$ cat src/rtl/rf_pkg.sv
// Shared register-file geometry so decode, hazard and RF logic agree on it.
// Constants only, no logic.
package rf_pkg;
   localparam int XLEN_DEF  = 32;
   localparam int NREGS_DEF = 32;
   localparam int AW_DEF    = $clog2(NREGS_DEF);
   localparam int REG_ZERO  = 0;
endpackage

$ cat src/rtl/rf_scoreboard.sv
// Per-register busy bits with flush > issue > writeback-clear priority.
// Next-state visible one cycle after the edge; never stalls, no handshake.
module rf_scoreboard
   import rf_pkg::*;
#(
   parameter int NREGS = NREGS_DEF,
   parameter int AW    = $clog2(NREGS)
) (
   input  logic             clk,
   input  logic             rst,
   input  logic             iss_en,
   input  logic [AW-1:0]    iss_addr,
   input  logic             wr_en,
   input  logic [AW-1:0]    wr_addr,
   input  logic             flush,
   output logic [NREGS-1:0] busy_vec
);

   logic [NREGS-1:0] busy_q;
   logic [NREGS-1:0] busy_nxt;

   always_comb begin
      busy_nxt = busy_q;
      for (int i = 1; i < NREGS; i++) begin
         if (flush)
            busy_nxt[i] = 1'b0;
         else if (iss_en && (iss_addr == AW'(i)))
            busy_nxt[i] = 1'b1; // a new producer supersedes the retiring one
         else if (wr_en && (wr_addr == AW'(i)))
            busy_nxt[i] = 1'b0;
      end
      busy_nxt[REG_ZERO] = 1'b0;
   end

   always_ff @(posedge clk or posedge rst) begin
      if (rst)
         busy_q <= '0;
      else
         busy_q <= busy_nxt;
   end

   assign busy_vec = busy_q;

endmodule

$ cat src/rtl/rf_bypass_scoreboard.sv
// Multi-port integer register file with write-to-read bypass and busy scoreboard.
// Reads are zero-latency combinational, writes land on the edge; no backpressure.
module rf_bypass_scoreboard
   import rf_pkg::*;
#(
   parameter int XLEN   = XLEN_DEF,
   parameter int NREGS  = NREGS_DEF,
   parameter int AW     = $clog2(NREGS),
   parameter int NRD    = 2,
   parameter int BYPASS = 1
) (
   input  logic                clk,
   input  logic                rst,
   input  logic [NRD*AW-1:0]   rd_addr,
   output logic [NRD*XLEN-1:0] rd_data,
   output logic [NRD-1:0]      rd_busy,
   input  logic                wr_en,
   input  logic [AW-1:0]       wr_addr,
   input  logic [XLEN-1:0]     wr_data,
   input  logic                iss_en,
   input  logic [AW-1:0]       iss_addr,
   input  logic                flush,
   output logic [NREGS-1:0]    busy_vec
);

   logic [XLEN-1:0] regs [NREGS];
   logic            wr_live;

   assign wr_live = wr_en && (wr_addr != AW'(REG_ZERO));

   // Entry 0 is never written, so it stays at its reset value of zero.
   always_ff @(posedge clk or posedge rst) begin
      if (rst) begin
         for (int i = 0; i < NREGS; i++)
            regs[i] <= '0;
      end else if (wr_live) begin
         regs[wr_addr] <= wr_data;
      end
   end

   rf_scoreboard #(
      .NREGS (NREGS),
      .AW    (AW)
   ) u_scoreboard (
      .clk      (clk),
      .rst      (rst),
      .iss_en   (iss_en),
      .iss_addr (iss_addr),
      .wr_en    (wr_en),
      .wr_addr  (wr_addr),
      .flush    (flush),
      .busy_vec (busy_vec)
   );

   for (genvar k = 0; k < NRD; k++) begin : g_rd
      logic [AW-1:0] addr;
      logic          hit;

      assign addr = rd_addr[k*AW +: AW];
      assign hit  = (BYPASS != 0) && wr_live && (wr_addr == addr);

      assign rd_data[k*XLEN +: XLEN] = (addr == AW'(REG_ZERO)) ? '0 :
                                       hit                     ? wr_data :
                                                                 regs[addr];
      // Forwarded data is already current, so the hazard is resolved this cycle.
      assign rd_busy[k] = busy_vec[addr] & ~hit;
   end

endmodule

$ cat config.mk
export PLATFORM = sky130hd
export DESIGN_NAME = rf_bypass_scoreboard
export DESIGN_NICKNAME = d
export VERILOG_FILES = /design/src/rtl/rf_pkg.sv /design/src/rtl/rf_scoreboard.sv /design/src/rtl/rf_bypass_scoreboard.sv
export SDC_FILE = /design/constraint.sdc
export NUM_CORES = 2
export LEC_CHECK = 0
export CORE_MARGIN = 2
export CORE_UTILIZATION = 45
export CTS_CLUSTER_SIZE = 8
export DETAILED_ROUTE_END_ITERATION = 7
export HOLD_SLACK_MARGIN = 0.1
export SETUP_SLACK_MARGIN = 0.3
export SLEW_MARGIN = 20
export SYNTH_ARGS = -nofsm -noshare
export SYNTH_HDL_FRONTEND = slang
export SYNTH_HIERARCHICAL = 1
export SYNTH_SLANG_ARGS = --single-unit
$ cat constraint.sdc
create_clock -name clk -period 42.5 [get_ports clk]
set_clock_uncertainty 0.1 [all_clocks]
set_input_delay 6.375 -clock clk [delete_from_list [all_inputs] [get_ports clk]]
set_output_delay 6.375 -clock clk [all_outputs]
set_load 0.05 [all_outputs]
==> results.json <==
{
  "period_needed_ns": 18.30,
  "finalSetupViolCount": 0,
  "drive_gt1_share_pct": 44.3,
  "critPathBufInv": 5,
  "crit_chain": "buf_8 > buf_4 > buf_4 > buf_4 > nor2_1 > a21oi_4 > a32oi_1 > o311a_1 > a21oi_1 > clkdlybuf4s50_1",
  "crit_top_cell": "buf_4",
  "hold_class": "flop to flop",
  "tightest_slew_ns": 1.24,
  "relSlewSlack_pct": 17.0,
  "areaGrowthSynthToFinish_pct": 11.8,
  "ys_seq_area_share_pct": 46.4,
  "drc": 0,
  "die-area_um2": 129000,
  "yosysMostFrequentCell": "dfrtp_1",
  "outcome": "finished, final reports clean",
  "dr.pass1.iters": 5,
  "ctsHoldBuffers": 0,
  "drt-total-wl_um": 199000,
  "die_w_um": 359,
  "hold_viol": 0,
  "max_freq_ghz": 0.0546,
  "syn_avg_cell_area_um2": 14.1,
  "synth_area_um2": 56900,
  "synth_top_area_share_pct": 46.4,
  "yosysUniqueCellTypes": 67,
  "synth_warnings": 6,
  "num_rows": 130,
  "critPathMaxFanout": 59,
  "cpLargestDelayFamily": "buffers and inverters",
  "synth_edf_count": 0,
  "wl_per_cell_um": 35.3,
  "post_cts_resized": 0,
  "critPathKind": "input pin to output port",
  "h-tree-depth": 4,
  "nets": 4049,
  "clock-sinks": 1055,
  "fin_crit_sh_pct": 43.1,
  "timing.final.ws_setup_ns": 24.20,
  "slowest_delay_ns": 0.93,
  "io_pins": 155,
  "ant_nets": 0,
  "core_um2": 126000,
  "cts_tree": "built",
  "grt-ovfl-total": 0,
  "cts_made_buffers": 150,
  "dr.first_iter.drc_count": 4097,
  "gp_congestion": 0.804,
  "synthTopCellsByArea": "dfrtp_1, mux2_2, mux4_2",
  "power_density_nw_per_um2": 47.7,
  "cp-start-kind": "input pin",
  "grt_usage_pct": 30.8,
  "viasPerCell": 6.83,
  "crit_path_end_kind": "output port",
  "via_count": 38673,
  "synthesis.instances": 4026,
  "ir_drop_mv": 0.0308,
  "grt_max_degree": 153,
  "grt_pass1_wl_um": 289000,
  "pre_cts_ws_ns": 24.21,
  "cts_root_buf": "clkbuf_16",
  "antenna_found_initial": 4,
  "grt_pass1_vias": 39314,
  "rsz0062_at_grt": "no",
  "leakage_nw": 27.4,
  "dp.final_hpwl_um": 105000,
  "path_clk_slew_ns": 0.05,
  "cp.arrival_ns": 11.83,
  "clk_latency_ns": 0.76,
  "tns_ns": 0,
  "syn-num-nets": 4083,
  "async_flop_share_pct": 100,
  "cts_max_path_buffers": 3,
  "synthTopCellsByCount": "dfrtp_1, mux2_2, mux4_2, clkbuf_1, mux2i_1",
  "ys_ff_latch": 1055,
  "port_buffers": 153,
  "synth_ff_type": "dfrtp_1",
  "yosysTopAreaCell": "dfrtp_1",
  "post_cts_buffers": 0,
  "worstPathRequired_ns": 36.03,
  "slew_violations": 0,
  "maxCapViolCount": 0,
  "dieHeight_um": 359,
  "start_util_pct": 45.3,
  "slowest_stage": "clkdlybuf4s50_1"
}
==> cells by family (layout without fill, tap and decap cells) <==
family	Yosys count	in the layout	synth area share, %
buffers and inverters	461	443	3.69
flip-flops	1055	1055	46.4
AND/OR/NAND/NOR	361	361	3.07
multiplexers	1651	1651	40.4
XOR/XNOR	10	10	0.154
other	1	2	0.00660
AO/OA/AOI/OAI	487	487	6.29
==> per-layer routing <==
layer	share of wire (%)	vias to the layer above	track usage, %	routed length, um
met4	4.2	2	12.7	8420
li1	-	15453	-	-
met3	6.8	423	5.28	13600
met5	0.0070	-	0	14
met2	47	1707	48.7	93200
met1	42	21088	42.5	84300
==> stage by stage <==
stage	power (W)	hold WS (ns)	utilization (%)	std cells	area (um^2)
CTS	0.00304	0.295	50.6	5658	63600
detailed placement	0.00195	0.284	47.4	5490	59600
floorplan	0.00178	0.341	-	4026	56900
global route	0.00315	0.306	50.6	5658	63600
global placement	0.00194	0.277	47.4	5490	59600
finish	0.00303	0.292	50.6	5659	63600
==> area by class of cell <==
class                      count  area [um^2]
antenna                        1         2.50
clock buffer                 157         3900
clock inverter                11          111
fill                       10781        62000
inverter                       8         37.5
multi-input combinational   2510        28600
sequential                  1055        26400
tap                         1650         2060
timing repair buffer         267         2430
==> placed cells by master, fill, tap and decap left out, drive strengths merged, types with 5 or more instances in the layout <==
master / count
a211oi: 47
a21oi: 44
a221o: 14
a221oi: 10
a22o: 17
a22oi: 65
a32o: 32
a32oi: 6
and2: 7
buf: 128
clkbuf: 159
clkdlybuf4s50: 137
clkinv: 6
dfrtp: 1055
inv: 13
mux2: 1014
mux2i: 225
mux4: 412
nand2: 145
nand2b: 7
nand3: 23
nand3b: 5
nand4b: 6
nor2: 78
nor2b: 22
nor3: 26
nor4: 7
o211a: 13
o211ai: 43
o21ai: 63
o221ai: 34
o22a: 8
o22ai: 65
o311ai: 7
or4: 14
xnor2: 6
==> power breakdown <==
part	switching (W)	internal [W]
Clock	0.000443	0.000640
Combinational	0.000277	0.000342
Sequential	0.000135	0.00119
Total	0.000855	0.00217
==> final timing paths <==
path / start / endpoint / slack (ns) / depth (start not counted)
max in group asynchronous: rst / regs[226]$_DFFE_PP0P_ / 31.58 / 7
min: regs[1019]$_DFFE_PP0P_ / regs[1019]$_DFFE_PP0P_ / 0.29 / 0
min reg2reg: regs[1019]$_DFFE_PP0P_ / regs[1019]$_DFFE_PP0P_ / 0.29 / 0
min in group asynchronous: rst / u_scoreboard/busy_vec[23]$_DFFE_PP0P_ / 6.06 / 3
max reg2reg: regs[612]$_DFFE_PP0P_ / regs[612]$_DFFE_PP0P_ / 41.59 / 1
max: rd_addr[5] / rd_data[42] / 24.20 / 10
==> sequential cells by signal, summed over array words and instances, names as in the netlist <==
name and cells:
regs 1024, u_scoreboard/busy_vec 31
Power figures use the tool's default switching activity.
